### config.mk
export PLATFORM = sky130hd
export DESIGN_NAME = monolith_job_ctrl
export DESIGN_NICKNAME = d
export VERILOG_FILES = /design/src/rtl/monolith_pkg.sv /design/src/rtl/monolith_job_fifo.sv /design/src/rtl/monolith_job_ctrl.sv
export SDC_FILE = /design/constraint.sdc
export NUM_CORES = 1
export LEC_CHECK = 0
export ABC_CLOCK_PERIOD_IN_PS = 2800
export BUFFER_PORTS_ARGS = -buffer_cell sky130_fd_sc_hd__buf_2
export CORE_UTILIZATION = 45
export DETAILED_ROUTE_END_ITERATION = 8
export PLACE_DENSITY = 0.77
export SLEW_MARGIN = 20
export SYNTH_ARGS = -nofsm -noshare
export SYNTH_HDL_FRONTEND = slang
export SYNTH_SLANG_ARGS = --single-unit
### constraint.sdc
create_clock -name clk -period 2.8 [get_ports clk]
set_input_delay 0.28 -clock clk [delete_from_list [all_inputs] [get_ports clk]]
set_output_delay 0.28 -clock clk [all_outputs]
set_load 0.02 [all_outputs]
### src/rtl/monolith_pkg.sv
// Shared types for the monolith job sequencer: field-element type, FSM states,
// the queued job record and the canonical-reduction helper.
package monolith_pkg;

  localparam bit [30:0] P31       = 31'h7FFF_FFFF;
  // Tag field is sized for the widest supported TAG_W; users narrow it by cast.
  localparam int        MAX_TAG_W = 16;

  typedef bit [30:0] felt_t;

  typedef enum logic [2:0] {
    IDLE,
    LOAD0,
    LOAD1,
    RUN,
    DONE
  } job_state_e;

  typedef struct packed {
    felt_t                in1;
    felt_t                in2;
    logic                 mode;
    logic [MAX_TAG_W-1:0] tag;
  } job_t;

  // p itself is the only non-canonical 31-bit encoding of a residue mod p.
  function automatic felt_t canon(input felt_t x);
    return (x == P31) ? felt_t'(0) : x;
  endfunction

endpackage

### src/rtl/monolith_job_fifo.sv
// Synchronous request FIFO of job_t records, depth 2^AW, with count-based
// full/empty flags taken from the registered occupancy.
module monolith_job_fifo
  import monolith_pkg::*;
#(
  parameter int AW = 2
) (
  input  logic clk,
  input  logic rst_n,
  input  logic push_i,
  input  job_t wdata_i,
  input  logic pop_i,
  output job_t rdata_o,
  output logic full_o,
  output logic empty_o
);

  localparam int DEPTH = 1 << AW;

  job_t          mem_q [DEPTH];
  logic [AW-1:0] wr_ptr_q, rd_ptr_q;
  logic [AW:0]   count_q, count_d;
  logic          do_push, do_pop;

  // Occupancy never exceeds DEPTH, so its top bit alone flags full.
  assign full_o  = count_q[AW];
  assign empty_o = (count_q == '0);
  assign do_push = push_i && !full_o;
  assign do_pop  = pop_i && !empty_o;
  assign rdata_o = mem_q[rd_ptr_q];

  // NOTE: every variable assigned in always_comb gets a default first, so no latch is inferred.
  always_comb begin
    count_d = count_q;
    if (do_push && !do_pop) begin
      count_d = count_q + (AW+1)'(1);
    end else if (do_pop && !do_push) begin
      count_d = count_q - (AW+1)'(1);
    end
  end

  // NOTE: storage has no reset; flushing the pointers and count empties the FIFO.
  always_ff @(posedge clk) begin
    if (do_push) begin
      mem_q[wr_ptr_q] <= wdata_i;
    end
  end

  // NOTE: sequential state uses non-blocking assignments so all registers update together.
  always_ff @(posedge clk or negedge rst_n) begin
    if (!rst_n) begin
      wr_ptr_q <= '0;
      rd_ptr_q <= '0;
      count_q  <= '0;
    end else begin
      count_q <= count_d;
      if (do_push) wr_ptr_q <= wr_ptr_q + AW'(1);
      if (do_pop)  rd_ptr_q <= rd_ptr_q + AW'(1);
    end
  end

endmodule

### src/rtl/monolith_job_ctrl.sv
// Upstream sequencer for monolith_top: queues jobs, runs them one at a time on
// the engine under a watchdog, and returns digest plus tag on a response port.
module monolith_job_ctrl
  import monolith_pkg::*;
#(
  parameter int FIFO_AW     = 2,
  parameter int TAG_W       = 4,
  parameter int TIMEOUT_CYC = 1023
) (
  input  logic             clk,
  input  logic             reset,
  input  logic             req_valid,
  output logic             req_ready,
  input  logic [30:0]      req_in1,
  input  logic [30:0]      req_in2,
  input  logic             req_mode,
  input  logic [TAG_W-1:0] req_tag,
  output logic             rsp_valid,
  input  logic             rsp_ready,
  output logic [30:0]      rsp_data,
  output logic [TAG_W-1:0] rsp_tag,
  output logic             rsp_timeout,
  output logic [30:0]      eng_in1,
  output logic [30:0]      eng_in2,
  output logic             eng_mode,
  output logic             eng_go,
  input  logic [30:0]      eng_out,
  input  logic             eng_valid,
  output logic             busy,
  output logic [15:0]      jobs_done
);

  job_state_e       state_q, state_d;
  job_t             req_job, head;
  logic             fifo_full, fifo_empty;
  logic             pop, wdog_expired;
  logic             run_done, wdog_clr, rsp_load, eng_go_d;

  logic [30:0]      eng_in1_q, eng_in2_q, res_data_q, rsp_data_q;
  logic             eng_mode_q, eng_go_q, res_timeout_q, rsp_valid_q, rsp_timeout_q;
  logic [TAG_W-1:0] job_tag_q, rsp_tag_q;
  logic [15:0]      wdog_q, jobs_done_q;

  assign req_job = '{in1: req_in1, in2: req_in2, mode: req_mode, tag: MAX_TAG_W'(req_tag)};

  monolith_job_fifo #(
    .AW (FIFO_AW)
  ) u_fifo (
    .clk     (clk),
    .rst_n   (reset),
    .push_i  (req_valid),
    .wdata_i (req_job),
    .pop_i   (pop),
    .rdata_o (head),
    .full_o  (fifo_full),
    .empty_o (fifo_empty)
  );

  // A new job starts only once the previous response has been taken.
  assign pop          = (state_q == IDLE) && !fifo_empty && !rsp_valid_q;
  assign wdog_expired = (wdog_q == 16'(TIMEOUT_CYC - 1));

  always_ff @(posedge clk or negedge reset) begin
    if (!reset) state_q <= IDLE;
    else        state_q <= state_d;
  end

  always_comb begin
    state_d = state_q;
    unique case (state_q)
      IDLE:    if (pop) state_d = LOAD0;
      LOAD0:   state_d = LOAD1;
      LOAD1:   state_d = RUN;
      RUN:     if (eng_valid || wdog_expired) state_d = DONE;
      DONE:    state_d = IDLE;
      default: state_d = IDLE;
    endcase
  end

  // go follows the next state through a flop, so it is high exactly while in RUN.
  always_comb begin
    wdog_clr = (state_q == LOAD1);
    run_done = (state_q == RUN) && (eng_valid || wdog_expired);
    rsp_load = (state_q == DONE);
    eng_go_d = (state_d == RUN);
  end

  always_ff @(posedge clk or negedge reset) begin
    if (!reset) begin
      eng_in1_q     <= '0;
      eng_in2_q     <= '0;
      eng_mode_q    <= 1'b0;
      eng_go_q      <= 1'b0;
      job_tag_q     <= '0;
      wdog_q        <= '0;
      res_data_q    <= '0;
      res_timeout_q <= 1'b0;
      rsp_valid_q   <= 1'b0;
      rsp_data_q    <= '0;
      rsp_tag_q     <= '0;
      rsp_timeout_q <= 1'b0;
      jobs_done_q   <= '0;
    end else begin
      eng_go_q <= eng_go_d;
      if (pop) begin
        eng_in1_q  <= canon(head.in1);
        eng_in2_q  <= head.mode ? canon(head.in2) : '0;
        eng_mode_q <= head.mode;
        job_tag_q  <= TAG_W'(head.tag);
      end
      if (wdog_clr) begin
        wdog_q <= '0;
      end else if (state_q == RUN) begin
        wdog_q <= wdog_q + 16'd1;
      end
      // A result arriving on the expiry cycle still counts as a completion.
      if (run_done) begin
        res_data_q    <= eng_valid ? eng_out : '0;
        res_timeout_q <= !eng_valid;
      end
      if (rsp_load) begin
        rsp_valid_q   <= 1'b1;
        rsp_data_q    <= res_data_q;
        rsp_tag_q     <= job_tag_q;
        rsp_timeout_q <= res_timeout_q;
        jobs_done_q   <= jobs_done_q + 16'd1;
      end else if (rsp_valid_q && rsp_ready) begin
        rsp_valid_q <= 1'b0;
      end
    end
  end

  assign req_ready   = !fifo_full;
  assign rsp_valid   = rsp_valid_q;
  assign rsp_data    = rsp_data_q;
  assign rsp_tag     = rsp_tag_q;
  assign rsp_timeout = rsp_timeout_q;
  assign eng_in1     = eng_in1_q;
  assign eng_in2     = eng_in2_q;
  assign eng_mode    = eng_mode_q;
  assign eng_go      = eng_go_q;
  assign busy        = (state_q != IDLE) || !fifo_empty;
  assign jobs_done   = jobs_done_q;

endmodule

==> impl_metrics.py, run 1 <==
metrics = {
    "synth": {
        "synth-seq-area-share_pct": 72.1,
        "synthCells": 1012,
        "syn-cell-area_mm2": 0.0174,
        "async_flop_share_pct": 40.0,
        "syn-num-nets": 1124,
        "synth.avg_cell_area_um2": 17.2,
        "yosysUniqueCellTypes": 45,
        "synth_edf_count": 268,
        "ys.warnings.count": 0,
        "synth-seq-cells": 447,
        "synthFlopType": "edfxtp_1",
    },
    "timing": {
        "max_freq_mhz": 371,
        "drv_slew": 0,
        "rsz0062_at_grt": "false",
        "fin_tns_setup_ns": 0,
        "finalSetupViolCount": 0,
        "fin_ws_ns": 0.104,
        "min_period_over_period_pct": 96.3,
        "whs_ns": 0.204,
        "worst_slew_pin_slew_ns": 0.823,
        "hold_violations": 0,
        "slew_headroom_pct": 45.0,
        "fin_skew_ns": 0.0190,
        "fin_crit_ns": 2.70,
    },
    "drt": {
        "drt-total-wl_um": 39000,
        "ant_nets": 0,
        "drc": 0,
        "dr_total_vias": 10197,
        "wl_per_cell_um": 20.5,
        "dr.pass1.iters": 5,
        "first_iter_violations": 738,
        "drt-vias-per-instance": 5.37,
    },
    "hold_path": {
        "hold_path_depth": 4,
        "min-delay-start": "eng_valid",
        "worst_hold_path.endpoint": "eng_go$_DFF_PN0_",
        "min_path_type": "input pin to register",
    },
    "cts": {
        "cts_repair_resize_count": 0,
        "cts_buffers": 44,
        "cts.sink_count": 447,
        "hold_buffers": 100,
        "cts_setup_buffers": 0,
        "cts_tree": "built",
        "cts-root-buf": "clkbuf_16",
        "clkLatencyLatePin_ns": 0.55,
        "path_clk_slew_ns": 0.07,
        "clock_path_buffers": 3,
        "h-tree-depth": 2,
    },
    "critical_path": {
        "worstPathRequired_ns": 3.22,
        "worstPathMaxFanout": 31,
        "worstPathCellList": "buf_12 -> mux4_1 -> nand4_1 -> or4_4 -> nor4_4 -> buf_12 -> o21ai_0",
        "critPathArrivalTime_ns": 3.11,
        "r2r_end": "eng_in2[0]$_DFFE_PN0P_",
        "path_common_cell": "buf_12",
        "r2r_slack_ns": 0.10,
        "critPathTopFamily": "simple AND/OR/NAND/NOR gates",
        "slowest_stage": "or4_4",
        "endpoint_kind": "register",
        "crit_buf_inv": 2,
        "worst_setup_path_start_kind": "register",
        "r2r_cells": 7,
        "slowest_delay_ns": 0.56,
        "rr_startpoint": "u_fifo.rd_ptr_q[0]$_DFFE_PN0P_",
        "critical_path_class": "register to register",
    },
    "grt": {
        "antenna_found_initial": 6,
        "grt.overflow.total": 0,
        "grt_first_pass_wirelength_um": 59600,
        "first_global_vias": 10549,
        "grt_max_degree": 70,
        "grt_usage_pct": 20.0,
    },
    "pwr": {
        "power_density_mw_per_mm2": 1010,
        "peakVddDrop_mv": 0.669,
        "p_leak_uw": 0.00862,
    },
    "flow_run": {
        "drv_cap": 0,
    },
    "place": {
        "place.gp.congestion": 0.799,
        "port-buffer-count": 221,
        "hpwl_um": 24300,
        "preCtsSetupSlack_ns": 0.144,
    },
    "layout": {
        "area_growth_pct": 24.4,
        "drive_gt1_share_pct": 33.8,
        "nets": 1461,
        "fill_cells": 2873,
    },
    "status": {
        "outcome": "finished clean",
    },
    "die": {
        "die_w_um": 198,
        "fp.dieArea_mm2": 0.0394,
        "core_mm2": 0.0378,
        "die_h_um": 198,
        "num_io_pins": 222,
        "core.rowCount": 71,
        "start_util_pct": 45.9,
    },
}
-- flip-flops by register name (all words and copies together) (netlist names) --
signal	flops
rsp_tag	4
job_tag_q	4
u_fifo.mem_q	268
eng_in1	31
rsp_data	31
wdog_q	16
res_timeout_q	1
eng_go	1
res_data_q	31
eng_in2	31
u_fifo.count_q	3
state_q	3
rsp_timeout	1
rsp_valid	1
eng_mode	1
u_fifo.rd_ptr_q	2
jobs_done	16
u_fifo.wr_ptr_q	2
-- where the power goes --
part           switching [uW]  internal [uW]  leakage (uW)
logic                    3900           2720       0.00317
clock network            2410           3510      0.000712
registers                 753           8560       0.00474
total                    7060          14800       0.00862
-- worst reg2reg max path, stage by stage (launching register included) --
cell     delay, ns
dfrtp_4       0.53
buf_12        0.17
mux4_1        0.37
nand4_1       0.13
or4_4         0.56
nor4_4        0.36
buf_12        0.29
o21ai_0       0.15
-- cells in the mapped netlist (2+ instances only) --
cell type	n	area, um^2
o21ai_2	60	526
ha_1	8	100
or4_4	2	22.5
nor3_1	6	30.0
a21oi_1	6	30.0
buf_1	2	7.51
inv_1	11	41.3
clkbuf_1	32	120
xor2_1	6	52.6
a22o_1	33	289
xnor2_1	22	193
nor4_4	2	42.5
buf_6	11	124
nor2b_1	3	18.8
and3_1	4	25.0
nand3b_1	2	15.0
mux4_1	19	499
or3_1	5	31.3
nand2b_1	2	12.5
o21ai_0	10	50.1
mux2_2	38	428
dfrtp_1	179	4480
nor2_1	15	56.3
nand2_1	124	465
buf_2	6	30.0
nand3_1	42	210
and4_1	4	35.0
and2_1	6	37.5
nand4_1	20	125
mux4_2	48	1080
a21o_1	2	15.0
edfxtp_1	268	8050
nor4_1	2	12.5
-- cell usage in the layout, fill, tap and decap left out, drive strengths merged, types with 2 or more instances in the layout --
| master | count |
|---|---|
| a21o | 2 |
| a21oi | 6 |
| a22o | 33 |
| and2 | 6 |
| and3 | 4 |
| and4 | 4 |
| buf | 245 |
| bufinv | 3 |
| clkbuf | 72 |
| clkinv | 5 |
| dfrtp | 179 |
| diode | 4 |
| dlygate4sd3 | 100 |
| edfxtp | 268 |
| ha | 8 |
| inv | 14 |
| mux2 | 38 |
| mux4 | 67 |
| nand2 | 124 |
| nand2b | 2 |
| nand3 | 42 |
| nand3b | 2 |
| nand4 | 20 |
| nor2 | 15 |
| nor2b | 3 |
| nor3 | 6 |
| nor4 | 4 |
| o21ai | 70 |
| or3 | 5 |
| or4 | 2 |
| xnor2 | 22 |
| xor2 | 6 |
-- through the flow --
step | total power (uW) | utilization [%] | area (um^2) | std cells
finish | 21800 | 57.1 | 21600 | 1899
CTS | 22000 | 57.1 | 21600 | 1895
global placement | 15700 | 50.6 | 19100 | 1714
floorplan | 13800 | - | 17400 | 1012
detailed placement | 15900 | 50.6 | 19100 | 1714
global route | 22900 | 57.1 | 21600 | 1898
-- logic make-up (layout without fill, tap and decap cells) --
group,count (synthesis),in the layout,synth area share (%)
flops,447,447,72.1
simple gates,242,242,6.69
compound gates,113,113,5.32
mux,106,106,11.6
buf+inv,67,439,2.15
xor+xnor,28,28,1.41
fa+ha+maj,9,9,0.691
other cells,0,4,0
-- metal layers --
layer | GRT usage, % | routed length, um | up-vias
li1 | - | - | 4544
met1 | 25.2 | 15700 | 5195
met2 | 34.0 | 19300 | 396
met3 | 5.00 | 3000 | 58
met4 | 6.04 | 978 | 4
met5 | 0 | 27 | -
-- cell type report --
| cell class | instances | area (um^2) | area share (%) |
|---|---|---|---|
| Inverter | 12 | 45.0 | 0.208 |
| Timing Repair Buffer | 346 | 2430 | 11.2 |
| Clock inverter | 10 | 143 | 0.660 |
| Sequential cell | 447 | 12500 | 58.0 |
| Tap cell | 511 | 639 | 2.96 |
| Antenna cell | 4 | 10.0 | 0.0463 |
| Multi-Input combinational cell | 498 | 4490 | 20.8 |
| Clock buffer | 71 | 1320 | 6.09 |
-- worst max path at each step --
stage | start | endpoint | slack, ns | cells past startpoint
final | u_fifo.rd_ptr_q[0]$_DFFE_PN0P_ | eng_in2[0]$_DFFE_PN0P_ | 0.10 | 7
after floorplan | u_fifo.count_q[2]$_DFFE_PN0P_ | u_fifo.mem_q[2][0]$_DFFE_PP_ | 0.05 | 3
after CTS | u_fifo.rd_ptr_q[0]$_DFFE_PN0P_ | eng_in2[0]$_DFFE_PN0P_ | 0.10 | 7
after detailed placement | u_fifo.rd_ptr_q[0]$_DFFE_PN0P_ | eng_in2[0]$_DFFE_PN0P_ | 0.14 | 7
after global placement | u_fifo.rd_ptr_q[0]$_DFFE_PN0P_ | eng_in1[30]$_DFFE_PN0P_ | 0.20 | 7
after global routing | u_fifo.rd_ptr_q[0]$_DFFE_PN0P_ | eng_in2[0]$_DFFE_PN0P_ | 0.04 | 7
Power figures use the tool's default switching activity.
==> run 2: changes to the inputs <==
ABC_AREA = 1   (was not set)
==> run 2 against run 1 <==
  * First-iteration DRC count rose by 100%
  * Design area grew 6.4%
  * Total power grew 7.9%
  * Critical endpoint is now eng_in1[28]$_DFFE_PN0P_
  * Routed wire length rose by 22%
  * Sequential power grew 1%
  * Worst hold slack worse by 0.11 ns
  * Largest power group unchanged
==> impl_metrics.py, run 2 <==
metrics = {
    "drt": {
        "ant_nets": 0,
        "first_iter_violations": 1475,
        "wl_per_cell_um": 17.0,
        "drt-vias-per-instance": 5.06,
        "drt-total-wl_um": 47500,
        "drc": 0,
        "dr.pass1.iters": 5,
        "dr_total_vias": 14171,
    },
    "layout": {
        "top_register": "u_fifo.mem_q",
        "drive_gt1_share_pct": 14.7,
        "nets": 2344,
        "final_common_cell": "nand2_1",
        "final_core_util_pct": 56.2,
        "area_growth_pct": 22.9,
        "diodes": 0,
        "largest_register_ffs": 268,
        "mostFrequentLayoutCells": "761 x nand2_1, 268 x edfxtp_1, 258 x inv_1",
    },
    "synth": {
        "synthTopCellsByCount": "762 x nand2_1, 268 x edfxtp_1, 258 x inv_1",
        "netlist.area_leader.share_pct": 43.0,
        "ys.warnings.count": 0,
        "synth-seq-cells": 447,
        "synthCells": 1913,
        "synth_top_family_by_area": "simple AND/OR/NAND/NOR gates",
        "async_flop_share_pct": 40.0,
        "netlist_top_cells_area": "edfxtp_1 43%, dfrtp_1 24%, nand2_1 15%, inv_1 5.2%, nand3_1 3.0%",
        "syn-num-nets": 2025,
        "synth_mux_area_share_pct": 0.0602,
        "synth_edf_count": 268,
        "yosysTopAreaCell": "edfxtp_1",
        "yosysMostFrequentCell": "nand2_1",
        "yosys.area_share.simple_pct": 20.3,
        "synth.avg_cell_area_um2": 9.78,
        "synth-xor-area-share_pct": 0.843,
        "synth-seq-area-share_pct": 67.0,
        "synthAdderAreaFrac_pct": 0.642,
        "yosysUniqueCellTypes": 31,
        "syn-cell-area_mm2": 0.0187,
        "synth-compound-area-share_pct": 3.75,
        "synthFlopType": "edfxtp_1",
    },
    "cts": {
        "cts_tree": "built",
        "clock_path_buffers": 3,
        "cts_buffers": 46,
        "clkLatencyLatePin_ns": 0.58,
        "cts-root-buf": "clkbuf_16",
        "cts.sink_count": 447,
        "path_clk_slew_ns": 0.06,
        "h-tree-depth": 2,
    },
    "die": {
        "die_w_um": 206,
        "die_h_um": 206,
        "fp.dieArea_mm2": 0.0424,
        "core.rowCount": 74,
        "num_io_pins": 222,
        "start_util_pct": 45.7,
        "core_mm2": 0.0409,
    },
    "critical_path": {
        "slowest_stage": "dfrtp_4",
        "r2r_cells": 14,
        "r2r_slack_ns": 0.36,
        "worstPathMaxFanout": 37,
        "worst_setup_path_start_kind": "register",
        "path_common_cell": "nand2_1",
        "critPathArrivalTime_ns": 2.91,
        "r2r_end": "eng_in1[28]$_DFFE_PN0P_",
        "critical_path_class": "register to register",
        "endpoint_kind": "register",
        "crit_buf_inv": 4,
        "worstPathCellList": "clkinv_2 -> buf_12 -> buf_12 -> nand2_1 -> nand3_1 -> nand2_1 -> nand2_1 -> nor2_1 -> nand2_1 -> nor2_1 -> nand2_2 -> buf_12 -> nand2_1 -> nand2_1",
        "slowest_delay_ns": 0.45,
        "critPathTopFamily": "simple AND/OR/NAND/NOR gates",
        "rr_startpoint": "u_fifo.rd_ptr_q[0]$_DFFE_PN0P_",
        "worstPathRequired_ns": 3.27,
    },
    "timing": {
        "fin_ws_ns": 0.357,
        "finalSetupViolCount": 0,
        "hold_violations": 0,
        "fin_skew_ns": 0.0266,
        "min_period_over_period_pct": 87.3,
        "slew_headroom_pct": 26.1,
        "rsz0062_at_grt": "false",
        "drv_slew": 0,
        "fin_crit_ns": 2.44,
        "max_freq_mhz": 409,
        "worst_slew_pin_slew_ns": 1.11,
    },
    "hold_path": {
        "hold_path_depth": 4,
        "min-delay-start": "eng_valid",
        "worst_hold_path.endpoint": "eng_go$_DFF_PN0_",
        "min_path_type": "input pin to register",
    },
    "pwr": {
        "power_density_mw_per_mm2": 1020,
        "p_leak_uw": 0.0110,
        "peakVddDrop_mv": 0.784,
    },
    "grt": {
        "first_global_vias": 14035,
        "grt_first_pass_wirelength_um": 73700,
        "antenna_found_initial": 3,
        "grt_usage_pct": 22.6,
        "grt.overflow.total": 0,
        "grt_max_degree": 97,
    },
    "place": {
        "port-buffer-count": 221,
        "preCtsSetupSlack_ns": 0.393,
        "hpwl_um": 28400,
        "place.gp.congestion": 0.833,
    },
    "flow_run": {
        "drv_cap": 0,
    },
    "status": {
        "outcome": "finished clean",
    },
}
## run 2: through the flow
stage | instances | hold WS, ns | instance area [um^2] | total power [uW] | TNS [ns]
after floorplan | 1913 | -0.0156 | 18700 | 14700 | -45.49
after global placement | 2616 | 0.365 | 20500 | 17200 | 0
after detailed placement | 2616 | 0.372 | 20500 | 17400 | 0
after CTS | 2800 | 0.0650 | 23000 | 23700 | 0
after global routing | 2800 | 0.110 | 23000 | 25000 | 0
final | 2800 | 0.0931 | 23000 | 23600 | 0
## run 2: worst reg2reg max path: cells and delay by family (launching register included)
kind | cells | cell delay, ns
and+or+nand+nor | 10 | 1.05
buffers and inverters | 4 | 0.84
DFF | 1 | 0.45
## run 2: logic make-up after synthesis
group,Yosys count
buf+inv,340
simple gates,962
xor+xnor,18
fa+ha+maj,9
mux,1
compound gates,136
flops,447
## run 2: metal layers
layer	share of wire, %	up-vias	GRT usage [%]
li1	-	6682	-
met1	40	6759	28.3
met2	49	614	38.5
met3	8.3	110	4.37
met4	3.2	6	9.24
met5	0.084	-	0
## run 2: final cells by class
cell class | count | area [um^2]
clock inverters | 22 | 220
clock buffers | 62 | 1260
flip-flops and latches | 447 | 12500
repair buffers | 349 | 2500
fillers | 3390 | 17900
multi-input cells | 1126 | 4830
inverters | 262 | 986
well taps | 532 | 666
## run 2: report_power, final
group	switching (uW)	leakage (uW)	internal [uW]
logic	5660	0.00556	2490
registers	771	0.00474	8630
clock network	2550	0.000727	3460
## run 2: worst max-delay path by stage
stage,end,cells after the start,from
2_1_floorplan,u_fifo.mem_q[0][0]$_DFFE_PP_,3,u_fifo.count_q[2]$_DFFE_PN0P_
3_3_place_gp,eng_in2[9]$_DFFE_PN0P_,12,u_fifo.rd_ptr_q[1]$_DFFE_PN0P_
3_5_place_dp,eng_in1[29]$_DFFE_PN0P_,14,u_fifo.rd_ptr_q[0]$_DFFE_PN0P_
4_1_cts,eng_in2[18]$_DFFE_PN0P_,12,u_fifo.rd_ptr_q[1]$_DFFE_PN0P_
5_1_grt,eng_in1[3]$_DFFE_PN0P_,14,u_fifo.rd_ptr_q[0]$_DFFE_PN0P_
6_report,eng_in1[28]$_DFFE_PN0P_,14,u_fifo.rd_ptr_q[0]$_DFFE_PN0P_
## run 2: what timing repair did
action                                  4_1_cts  5_1_grt
buffers inserted                              0        0
hold buffers                                100        0
endpoints found under the setup margin        0        0
endpoints found under the hold margin       373        0
resized for setup                             0        0
==> run 3: changes to the inputs <==
CORE_UTILIZATION = 35   (was 45)
MAX_ROUTING_LAYER = met4   (was not set)
PLACE_DENSITY = 0.64   (was 0.77)
SKIP_CTS_REPAIR_TIMING = 1   (was not set)
==> run 3 against run 2 <==
  * Clock-buffer cell count rose by 11
  * Via count shrank 2.4%
  * Critical path depth down 1
  * Design area up 1.2%
  * Register-to-register slack worse by 0.099 ns
  * Routed wire length up 3.4%
  * Setup slack worse by 0.099 ns
  * Final cell count grew 6.0%
  * Largest power group unchanged
  * Worst hold slack better by 0.013 ns
  * First-iteration DRC count fell by 19%
==> impl_metrics.py, run 3 (synthesized netlist as in run 2, its figures left out) <==
metrics = {
    "status": {
        "outcome": "finished clean",
    },
    "drt": {
        "drt-vias-per-instance": 4.66,
        "ant_nets": 0,
        "drc": 0,
        "drt-total-wl_um": 49100,
        "wl_per_cell_um": 16.6,
        "dr.pass1.iters": 5,
        "dr_total_vias": 13835,
        "first_iter_violations": 1202,
    },
    "cts": {
        "cts-root-buf": "clkbuf_16",
        "clock_path_buffers": 3,
        "cts.sink_count": 447,
        "clkLatencyLatePin_ns": 0.59,
        "h-tree-depth": 2,
        "cts_tree": "built",
        "path_clk_slew_ns": 0.06,
        "cts_buffers": 48,
    },
    "timing": {
        "worst_slew_pin_slew_ns": 0.695,
        "min_period_over_period_pct": 90.8,
        "slew_headroom_pct": 53.7,
        "finalSetupViolCount": 0,
        "fin_ws_ns": 0.258,
        "max_freq_mhz": 393,
        "fin_skew_ns": 0.0198,
        "hold_violations": 0,
        "fin_crit_ns": 2.54,
        "rsz0062_at_grt": "false",
        "drv_slew": 0,
    },
    "critical_path": {
        "path_common_cell": "nand2_1",
        "rr_startpoint": "u_fifo.rd_ptr_q[0]$_DFFE_PN0P_",
        "critical_path_class": "register to register",
        "r2r_slack_ns": 0.26,
        "r2r_end": "eng_in2[7]$_DFFE_PN0P_",
        "worstPathMaxFanout": 27,
        "slowest_delay_ns": 0.52,
        "critPathTopFamily": "simple AND/OR/NAND/NOR gates",
        "endpoint_kind": "register",
        "critPathArrivalTime_ns": 3.01,
        "worst_setup_path_start_kind": "register",
        "worstPathRequired_ns": 3.27,
        "slowest_stage": "dfrtp_4",
        "worstPathCellList": "inv_4 -> buf_12 -> nand2_1 -> nand3_1 -> and2_0 -> nand2_1 -> nor2_1 -> nand2_1 -> nor2_1 -> nand2_2 -> buf_4 -> nand2_1 -> nand2_1",
        "crit_buf_inv": 3,
        "r2r_cells": 13,
    },
    "place": {
        "hpwl_um": 31100,
        "place_area_mm2": 0.0207,
        "preCtsSetupSlack_ns": 0.320,
        "place.gp.congestion": 0.850,
        "port-buffer-count": 221,
    },
    "hold_path": {
        "min_path_type": "input pin to register",
        "min-delay-start": "eng_valid",
        "worst_hold_path.endpoint": "eng_go$_DFF_PN0_",
        "hold_path_depth": 4,
    },
    "layout": {
        "mostFrequentLayoutCells": "761 x nand2_1, 268 x edfxtp_1, 258 x inv_1",
        "largest_register_ffs": 268,
        "final_common_cell": "nand2_1",
        "stdcell_area_mm2": 0.0233,
        "drive_gt1_share_pct": 14.9,
        "top_register": "u_fifo.mem_q",
        "fill_cells": 4922,
        "area_growth_pct": 24.4,
        "nets": 2347,
    },
    "die": {
        "core_mm2": 0.0527,
        "die_w_um": 233,
        "fp.dieArea_mm2": 0.0544,
        "start_util_pct": 35.5,
        "die_h_um": 233,
        "core.rowCount": 84,
        "num_io_pins": 222,
    },
    "grt": {
        "grt.overflow.total": 0,
        "antenna_found_initial": 6,
        "grt_usage_pct": 18.4,
        "grt_max_degree": 97,
        "grt_first_pass_wirelength_um": 74700,
        "first_global_vias": 13234,
    },
    "pwr": {
        "peakVddDrop_mv": 0.680,
        "p_total_uw": 23800,
        "power_density_mw_per_mm2": 1020,
        "p_leak_uw": 0.0111,
    },
    "flow_run": {
        "drv_cap": 0,
    },
}
run 3: cell count changes in the layout (fill, tap and decap cells not counted), sizes merged:
cell | previous run | this run
clkbuf | 63 | 74
inv | 262 | 264
buf | 248 | 249
diode | 0 | 5
bufinv | 3 | 1
clkinv | 18 | 12
run 3: metal layers:
layer  vias to the layer above  part of all wire [%]  global-route usage [%]
met5                         -                     0                       -
met4                         0                   2.6                    6.31
met3                        78                   7.9                    4.09
met2                       520                    47                    28.8
met1                      6546                    43                    23.6
li1                       6691                     -                       -
run 3: how the worst max path moves through the flow:
| stage | start | endpoint | cells after the start |
|---|---|---|---|
| finish | u_fifo.rd_ptr_q[0]$_DFFE_PN0P_ | eng_in2[7]$_DFFE_PN0P_ | 13 |
| global route | u_fifo.rd_ptr_q[0]$_DFFE_PN0P_ | eng_in2[7]$_DFFE_PN0P_ | 13 |
| CTS | u_fifo.rd_ptr_q[0]$_DFFE_PN0P_ | eng_in2[7]$_DFFE_PN0P_ | 13 |
| detailed placement | u_fifo.rd_ptr_q[0]$_DFFE_PN0P_ | eng_in2[12]$_DFFE_PN0P_ | 13 |
| global placement | u_fifo.rd_ptr_q[0]$_DFFE_PN0P_ | eng_in2[28]$_DFFE_PN0P_ | 12 |
| floorplan | u_fifo.count_q[2]$_DFFE_PN0P_ | u_fifo.mem_q[0][0]$_DFFE_PP_ | 3 |
run 3: report_power, final:
group / internal [uW] / switching [uW] / leakage, uW
clock: 3610 / 2610 / 0.000767
combinational: 2500 / 5650 / 0.00557
sequential: 8630 / 833 / 0.00474
run 3: stage by stage:
stage               std cells  util, %  hold WS (ns)  setup TNS, ns
global placement         2773     39.3         0.371              0
finish                   2967     44.2         0.106              0
floorplan                1913        -       -0.0156         -45.49
CTS                      2862     42.3        -0.257              0
detailed placement       2773     39.3         0.376              0
global route             2967     44.2         0.134              0
run 3: final cells by class:
class	count	area [um^2]	area share, %
flip-flops and latches	447	12500	53.8
multi-input cells	1126	4820	20.7
repair buffers	350	2510	10.8
clock buffers	73	1430	6.13
inverters	262	987	4.24
well taps	688	861	3.70
clock inverters	16	126	0.543
diodes	5	12.5	0.0538
run 3: worst register-to-register path: cells and delay by family, from the launching register on:
kind / cells / cell delay [ns]
flip-flops: 1 / 0.52
AND/OR/NAND/NOR: 10 / 1.15
buffers and inverters: 3 / 0.76
